File: src/rtl/switch_capture_pkg.sv
// Shared types and constants for the switch input capture path.
package switch_capture_pkg;

    // Handshake state: no pending word, or a word waiting for the controller
    typedef enum logic {IDLE, PEND} cap_state_t;

    // Bit positions inside error_vector
    localparam int unsigned ERR_OVERRUN = 0;
    localparam int unsigned ERR_CHATTER = 1;

endpackage

File: src/rtl/debounce_bit.sv
// One switch bit: two-flop synchroniser, debounce counter, stable level and chatter pulse.
module debounce_bit #(
    parameter int unsigned DEBOUNCE_CYCLES = 1000
) (
    input  logic clk,
    input  logic rst,
    input  logic raw,
    output logic stable,
    output logic flip,
    output logic chatter
);

    localparam int unsigned CNT_W = $clog2(DEBOUNCE_CYCLES + 1);
    localparam logic [CNT_W-1:0] CNT_LAST = CNT_W'(DEBOUNCE_CYCLES - 1);
    localparam logic [CNT_W-1:0] CNT_HALF = CNT_W'(DEBOUNCE_CYCLES / 2);

    logic             sync1_q;
    logic             sync2_q;
    logic             stable_q;
    logic [CNT_W-1:0] cnt_q;
    logic [CNT_W-1:0] cnt_d;

    // Counter next state, flip decision and chatter detection
    always_comb begin
        cnt_d   = cnt_q;
        flip    = 1'b0;
        chatter = 1'b0;
        if (sync2_q == stable_q) begin
            cnt_d = '0;
            // Input fell back after holding off-level for a long stretch
            if (cnt_q >= CNT_HALF) begin
                chatter = 1'b1;
            end
        end else if (cnt_q == CNT_LAST) begin
            flip  = 1'b1;
            cnt_d = '0;
        end else begin
            cnt_d = cnt_q + 1'b1;
        end
    end

    // Synchroniser chain, counter and stable level registers
    always_ff @(posedge clk or posedge rst) begin
        if (rst) begin
            sync1_q  <= 1'b0;
            sync2_q  <= 1'b0;
            stable_q <= 1'b0;
            cnt_q    <= '0;
        end else begin
            sync1_q  <= raw;
            sync2_q  <= sync1_q;
            stable_q <= stable_q ^ flip;
            cnt_q    <= cnt_d;
        end
    end

    assign stable = stable_q;

endmodule

File: src/rtl/switch_input_capture.sv
// Debounced switch capture: per-bit debouncers, change-event handshake and sticky errors.
module switch_input_capture
    import switch_capture_pkg::*;
#(
    parameter int unsigned WIDTH           = 16,
    parameter int unsigned DEBOUNCE_CYCLES = 1000
) (
    input  logic             clk,
    input  logic             rst,
    input  logic [WIDTH-1:0] switch_array,
    output logic [WIDTH-1:0] out_data,
    output logic             out_valid,
    input  logic             out_ready,
    output logic [WIDTH-1:0] stable_value,
    input  logic             err_clear,
    output logic [7:0]       error_vector
);

    logic [WIDTH-1:0] flip;
    logic [WIDTH-1:0] chatter;
    logic [WIDTH-1:0] new_stable;
    logic             change_evt;

    cap_state_t       state_q, state_d;
    logic [WIDTH-1:0] data_q, data_d;
    logic             valid_q, valid_d;
    logic [1:0]       err_q, err_d;
    logic             overrun;

    for (genvar i = 0; i < WIDTH; i++) begin : g_bit
        debounce_bit #(
            .DEBOUNCE_CYCLES(DEBOUNCE_CYCLES)
        ) u_debounce_bit (
            .clk    (clk),
            .rst    (rst),
            .raw    (switch_array[i]),
            .stable (stable_value[i]),
            .flip   (flip[i]),
            .chatter(chatter[i])
        );
    end

    // Bits flipping on the same edge form a single event
    assign change_evt = |flip;
    assign new_stable = stable_value ^ flip;

    // Handshake next state and sticky error update
    always_comb begin
        state_d = state_q;
        data_d  = data_q;
        valid_d = valid_q;
        overrun = 1'b0;
        unique case (state_q)
            IDLE: begin
                if (change_evt) begin
                    state_d = PEND;
                    data_d  = new_stable;
                    valid_d = 1'b1;
                end
            end
            PEND: begin
                if (change_evt) begin
                    // Newest word wins; losing an unconsumed word is an overrun
                    data_d  = new_stable;
                    overrun = ~out_ready;
                end else if (out_ready) begin
                    state_d = IDLE;
                    valid_d = 1'b0;
                end
            end
            default: state_d = IDLE;
        endcase

        err_d = err_clear ? 2'b00 : err_q;
        // New errors take priority over a simultaneous clear
        if (overrun) begin
            err_d[ERR_OVERRUN] = 1'b1;
        end
        if (|chatter) begin
            err_d[ERR_CHATTER] = 1'b1;
        end
    end

    // Handshake, output word and error registers
    always_ff @(posedge clk or posedge rst) begin
        if (rst) begin
            state_q <= IDLE;
            data_q  <= '0;
            valid_q <= 1'b0;
            err_q   <= '0;
        end else begin
            state_q <= state_d;
            data_q  <= data_d;
            valid_q <= valid_d;
            err_q   <= err_d;
        end
    end

    assign out_data     = data_q;
    assign out_valid    = valid_q;
    assign error_vector = {6'b000000, err_q};

endmodule

File: config.mk
export PLATFORM = sky130hd
export DESIGN_NAME = switch_input_capture
export DESIGN_NICKNAME = d
export VERILOG_FILES = /design/src/rtl/switch_capture_pkg.sv /design/src/rtl/debounce_bit.sv /design/src/rtl/switch_input_capture.sv
export SDC_FILE = /design/constraint.sdc
export NUM_CORES = 1
export LEC_CHECK = 0
export ABC_AREA = 1
export CORE_AREA = 2 2 209 108
export CTS_BUF_LIST = sky130_fd_sc_hd__clkbuf_16
export CTS_CLUSTER_SIZE = 30
export DETAILED_ROUTE_END_ITERATION = 6
export DIE_AREA = 0 0 211 110
export GPL_TIMING_DRIVEN = 0
export PLACE_DENSITY_LB_ADDON = 0.15
export SYNTH_ARGS = -nofsm -noshare
export SYNTH_HDL_FRONTEND = slang
export SYNTH_SLANG_ARGS = --single-unit
File: constraint.sdc
create_clock -name clk -period 9.7 [get_ports clk]
set_input_delay 1.455 -clock clk [delete_from_list [all_inputs] [get_ports clk]]
set_output_delay 1.455 -clock clk [all_outputs]
set_load 0.005 [all_outputs]
## Word-level counts from Yosys, hierarchy flattened

Index checks and enable logic that the tools add are counted.

| operators by class | value |
|---|---|
| mux-type cells | 110 |
| shift-type cells | 0 |
| bitwise operators | 19 |
| multipliers | 0 |
| reductions and logical operators | 5 |
| div/mod/pow operators | 0 |
| add/subtract/negate cells | 16 |
| equality and inequality tests | 35 |
| $lt $le $gt $ge | 16 |

Operators with widths:

| operator | number |
|---|---|
| $mux 10 | 32 |
| $add 10x1->10 const B | 16 |
| $eq 10x10->1 const B | 16 |
| $ge 10x9->1 const B | 16 |
| $mux 1 | 74 |
| $reduce_or 16->1 | 2 |
| $eq 1x1->1 | 16 |
| $mux 16 | 1 |
| $xor 1x1->1 | 16 |
| $xor 16x16->16 | 1 |
| $ne 2x2->1 const B | 3 |
| $pmux 1 s2 | 2 |
| $reduce_bool 2->1 | 2 |
| $reduce_and 3->1 | 1 |
| $mux 2 | 1 |
| $not 1->1 | 2 |

| word-level totals | value |
|---|---|
| word-level logic and storage cells | 270 |
| bits of input ports | 20 |
| memories | 0 |
| bits in read-only memories | 0 |
| bits in registers | 228 |
| bits in latches | 0 |
| memory bits (writable) | 0 |

## Logic depth before layout (Yosys ltp)

Gate-level depths: netlist of run 1.

| depth | value |
|---|---|
| word-level depth | 7 |
| mapped depth | 13 |
| depth with buffers taken out | 13 |

## By module

From an unflattened synthesis of run 1, not the netlist that was laid out.

| second synthesis, totals | value |
|---|---|
| cell total of the unflattened synthesis | 1416 |
| area total of the unflattened synthesis | 12149.2 µm² |

By module, submodules not included:

| module | area each (µm²) | seq. area each (µm²) | times used | cells each |
|---|---|---|---|---|
| debounce_bit | 689.4 | 325.3 | 16 | 80 |
| switch_input_capture | 1118.6 | 500.5 | 1 | 136 |

## Worst setup path after synthesis of run 1

Ideal clock, no wire load.

| timing path | value |
|---|---|
| path type | register -> output |
| start point | register g_bit[10].u_debounce_bit.stable_q |
| end point | output stable_value[10] |
| required time | 8.245 ns |
| arrival time | 0.530 ns |
| stages on the path, launching flop included | 2 |
| setup slack | 7.715 ns |
| cells stage by stage | dfrtp_1 > buf_4 |

RTL lines:

| item | RTL line | source |
|---|---|---|
| start: declaration | debounce_bit.sv:19 | `logic stable_q;` |
| start signal: assignment | debounce_bit.sv:52 | `stable_q <= stable_q ^ flip;` |
| end: declaration | switch_input_capture.sv:14 | `output logic [WIDTH-1:0] stable_value,` |

No word-level cell between the ends.

## Worst setup path after layout of run 1

| timing path | value |
|---|---|
| start point | register g_bit[4].u_debounce_bit.stable_q |
| end point | output stable_value[4] |

RTL lines:

| item | RTL line |
|---|---|
| start: declaration | debounce_bit.sv:19 |
| start signal: assignment | debounce_bit.sv:52 |

No word-level cell between the ends.

==> qor.csv, run 1 <==
metric,value,unit
status,completed,
worst slew pin tran,819,ps
"commonest non-fill, non-tap cells in the layout","nand2_1 (280), nor2_1 (251), dfrtp_1 (228)",
Finished Cell Area,0.0126,mm^2
critical path type,reg2out,
Vias/cell,4.93,
DP HPWL,16400,um
Setup WS post-layout,6650,ps
warnings from Yosys,0,
global placement routability congestion,0.885,
register bit total from synthesis,228,
max-cap violations,0,
pre-CTS setup slack,6560,ps
Ports,61,
Post-DP Area,0.0120,mm^2
post-CTS resize count,0,
Non-Filler Instances,1669,
GRT Total Usage,0.204,
Layout Utilization,0.589,
Synth Area per Inst,8.52,um^2
antenna-violating nets left,0,
Pwr Density,148,mW/mm^2
post-CTS setup buffer count,0,
Worst R2R Start,g_bit[2].u_debounce_bit.cnt_q[0],
Worst EP required,8250,ps
Rows,38,
HP Class,reg2reg,
crit-path max FO,3,
Starting DRT DRC Count,857,
Hold Crit Depth,0,
Die ar.,0.0232,mm^2
htree depth,1,
Starting Density,0.516,
number of synthesized flops with an enable pin,0,
diode count,0,
multi-input logic area,0.00445,mm^2
Netlist cell types,42,
minimum clock period,3050,ps
largest net degree at the start of global routing,118,
Worst IR Drop VDD,0.110,mV
total number of vias,8233,
fraction of registers with async set/reset,1.00,
CP endpoint kind,output pin,
# hold bufs at CTS,0,
"CTS clk-pin slew, worst paths",70,ps
Hold Startpoint,g_bit[7].u_debounce_bit.sync1_q,
Residual DRC,0,
"Setup violations, final",0,
Sequential Area,0.00571,mm^2
fin nets,1427,
Slew HR,0.454,
WP data arrival,1590,ps
hold path endpoint,g_bit[7].u_debounce_bit.sync2_q,
vias in the first global route,7611,
Setup TNS Final,0,ps
Synth area leader,dfrtp_1,
register area share after synthesis,0.518,
DRT Pass-1 Iters,5,
"setup slack, reg-to-reg",7560,ps
dpl cells,1632,
Max Clock Freq,0.328,GHz
predominant post-synthesis flop cell,dfrtp_1,
RSZ-0062 raised after global routing,false,
Die Wd,211,um
CTS Sinks,228,
area delta synth->final,14.3,%
Fillers,1887,
top cell type's share of synthesized area,0.518,
IO Port Bufs,54,
drt total wl,22700,um
R2R depth,10,
"commonest non-fill, non-tap cell in the layout",nand2_1,
Final Skew,7.06,ps
Die Ht,110,um
startpoint types,flip-flop,
CTS buffer count,21,
initial antenna violation count,0,
clk_lat worst skew,510,ps
post-synthesis cell area,0.0110,mm^2
ranking of synthesized cells by area,"dfrtp_1 (52%), nand2_1 (9.5%), nor2_1 (8.6%)",
final hold vios,0,
Mapped Cells,1292,
Slew Limit Fails,0,
layout cells sized above 1,0.0655,
first-pass GRT wire length,37900,um
Leakage,0.00578,uW
total gr overflow,0,
worst-case clock buffer depth,3,
R2R Path End,state_q,
Core Area,0.0213,mm^2
root buffer cell,clkbuf_16,
period utilization,0.314,
post-DR wirelength/cell,13.6,um
TritonCTS clock tree,done,
[synthesized netlist by cell type (11+ instances only)]
library cell and n:
a21oi_1 24, a31oi_1 11, dfrtp_1 228, nor2_1 251, nor3_1 39, inv_1 170, buf_4 22, xor2_1 61
o21ai_0 26, ha_1 32, nand3_1 40, nor3b_1 25, nand2_1 280
[through the flow]
step	total power, uW	hold slack, ps
after global routing	1940	351
after global placement	1100	332
after floorplan	1070	331
final	1860	347
after detailed placement	1100	336
after CTS	1890	350
[cell families (layout without fill, tap and decap cells)]
logic type	Yosys count	count (layout)	synth area share
fa+ha+maj	32	32	0.0364
xor+xnor	70	70	0.0571
other cells	1	6	0.000341
compound gates	82	82	0.0434
simple gates	668	668	0.256
flops	228	228	0.518
buf+inv	202	294	0.0789
mux	9	9	0.00921
[how the worst max path moves through the flow]
stage                                   startpoint  cells after the start                                end
floorplan                                      rst                      1                           err_q[0]
global placement                               rst                      2  g_bit[13].u_debounce_bit.cnt_q[1]
detailed placement                             rst                      3  g_bit[13].u_debounce_bit.cnt_q[1]
CTS                 g_bit[4].u_debounce_bit.stable                      2                    stable_value[4]
global route        g_bit[4].u_debounce_bit.stable                      2                    stable_value[4]
finish              g_bit[4].u_debounce_bit.stable                      2                    stable_value[4]
[worst max-delay path: stages, from the launching register on]
cell,delay [ps]
dfrtp_1,450
buf_4,140
clkdlybuf4s50_1,490
[flip-flops by register name, summed over array words and instances, names as in the netlist]
register and count:
g_bit.u_debounce_bit.sync2_q 16, g_bit.u_debounce_bit.stable 16, g_bit.u_debounce_bit.sync1_q 16, g_bit.u_debounce_bit.cnt_q 160, err_q 2, state_q 1, out_valid 1, out_data 16
[layout make-up]
cell class / count / area share
Timing Repair Buffer: 55 / 0.0452
Buffer: 26 / 0.0165
Clock buffer: 21 / 0.0418
Sequential cell: 228 / 0.454
Clock inverter: 16 / 0.00786
Tap cell: 280 / 0.0279
Multi-Input combinational cell: 867 / 0.354
Inverter: 176 / 0.0531
[report_power, final]
part,switching (uW),total (uW),internal [uW]
registers,17.4,991,973
clock network,355,776,421
logic,62.0,93.8,31.8
[per-layer routing]
| layer | vias up | share of wire | GRT usage |
|---|---|---|---|
| li1 | 4174 | - | - |
| met1 | 3839 | 0.54 | 0.335 |
| met2 | 197 | 0.39 | 0.280 |
| met3 | 23 | 0.051 | 0.0357 |
| met4 | 0 | 0.013 | 0.0357 |
| met5 | - | 0 | 0 |
Note: power is estimated with default switching activity, not from simulation.
==> run 2, diff against run 1 <==
Clock period 9.7 ns to 2.85 ns, I/O delays scaled along.
==> qor.csv, run 2 (synthesis results as in run 1) <==
metric,value,unit
post-DR wirelength/cell,13.5,um
startpoint types,flip-flop,
Biggest register,g_bit.u_debounce_bit.cnt_q,
Vias/cell,4.87,
Rows,38,
post-CTS setup buffer count,0,
diode count,0,
Finished Cell Area,0.0127,mm^2
TritonCTS clock tree,done,
CP endpoint kind,flip-flop,
GRT Total Usage,0.204,
CTS Sinks,228,
minimum clock period,2090,ps
worst-case clock buffer depth,3,
Die Ht,110,um
Die ar.,0.0232,mm^2
final hold vios,0,
total gr overflow,0,
Worst IR Drop VDD,0.362,mV
antenna-violating nets left,0,
Pwr Density,505,mW/mm^2
first-pass GRT wire length,37800,um
DRT Pass-1 Iters,6,
Core Area,0.0213,mm^2
largest net degree at the start of global routing,44,
htree depth,1,
RSZ-0062 raised after global routing,false,
Max Clock Freq,0.478,GHz
Leakage,0.00582,uW
Starting DRT DRC Count,661,
"commonest non-fill, non-tap cells in the layout","nand2_1 (280), nor2_1 (251), dfrtp_1 (228)",
"Setup violations, final",0,
vias in the first global route,7517,
area delta synth->final,15.2,%
period utilization,0.733,
fin nets,1432,
Setup TNS Final,0,ps
max reg flops,160,
global placement routability congestion,0.883,
root buffer cell,clkbuf_16,
Final Skew,13.2,ps
IO Port Bufs,54,
HP Class,in2async,
DP HPWL,16800,um
status,completed,
"commonest non-fill, non-tap cell in the layout",nand2_1,
Worst EP required,3240,ps
"CTS clk-pin slew, worst paths",70,ps
drt total wl,22600,um
initial antenna violation count,0,
Post-DP Area,0.0120,mm^2
Residual DRC,0,
total number of vias,8141,
max-cap violations,0,
critical path type,reg2reg,
layout cells sized above 1,0.0660,
pre-CTS setup slack,793,ps
Slew Limit Fails,0,
Die Wd,211,um
CTS buffer count,21,
Ports,61,
post-CTS resize count,0,
clk_lat worst skew,510,ps
WP data arrival,2480,ps
crit-path max FO,10,
worst slew pin tran,529,ps
Setup WS post-layout,760,ps
Starting Density,0.516,
R2R depth,10,
Slew HR,0.645,
# hold bufs at CTS,0,
## run 2: layout make-up
type	count	area [um^2]
Buffer	26	208
Clock buffer	21	526
Clock inverter	15	111
Fill cell	1913	8670
Inverter	176	664
Multi-Input combinational cell	867	4450
Sequential cell	228	5710
Tap cell	280	350
Timing Repair Buffer	60	661
## run 2: worst paths after layout
path,from,to,slack (ps)
worst max-delay path,g_bit[8].u_debounce_bit.cnt_q[0],state_q,760
worst min-delay path,rst,g_bit[5].u_debounce_bit.cnt_q[4],290
worst max register to register,g_bit[8].u_debounce_bit.cnt_q[0],state_q,760
worst min register to register,g_bit[13].u_debounce_bit.sync1_q,g_bit[13].u_debounce_bit.sync2_q,340
max in group asynchronous,rst,g_bit[2].u_debounce_bit.cnt_q[0],1510
min in group clk,g_bit[13].u_debounce_bit.sync1_q,g_bit[13].u_debounce_bit.sync2_q,340
## run 2: per-stage QoR
step | util | hold WS [ps] | instances | power, uW
after floorplan | - | 331 | 1297 | 3650
after global placement | 0.558 | 331 | 1631 | 3740
after detailed placement | 0.564 | 335 | 1637 | 3770
after CTS | 0.594 | 290 | 1673 | 6500
after global routing | 0.594 | 308 | 1673 | 6690
final | 0.594 | 293 | 1673 | 6410
## run 2: metal layers
| layer | vias up | part of all wire | global-route usage |
|---|---|---|---|
| met5 | - | 0 | 0 |
| met4 | 0 | 0.013 | 0.0332 |
| met1 | 3788 | 0.55 | 0.337 |
| met3 | 25 | 0.051 | 0.0388 |
| met2 | 168 | 0.38 | 0.277 |
| li1 | 4160 | - | - |
## run 2: worst max-delay path, cell delays in order (launching register included)
cell and delay, ps:
dfrtp_1 400, ha_1 270, nand2_1 80, nor2_1 40, nand4_1 80, nand2_1 190
nor2_1 200, nand2_2 90, nor2_4 320, buf_6 220, o21ai_1 80
## run 2: report_power, final
part / internal, uW / switching (uW) / total, uW
Sequential: 3310 / 60.3 / 3370
Clock: 1510 / 1190 / 2700
Combinational: 120 / 211 / 331
Total: 4950 / 1460 / 6410
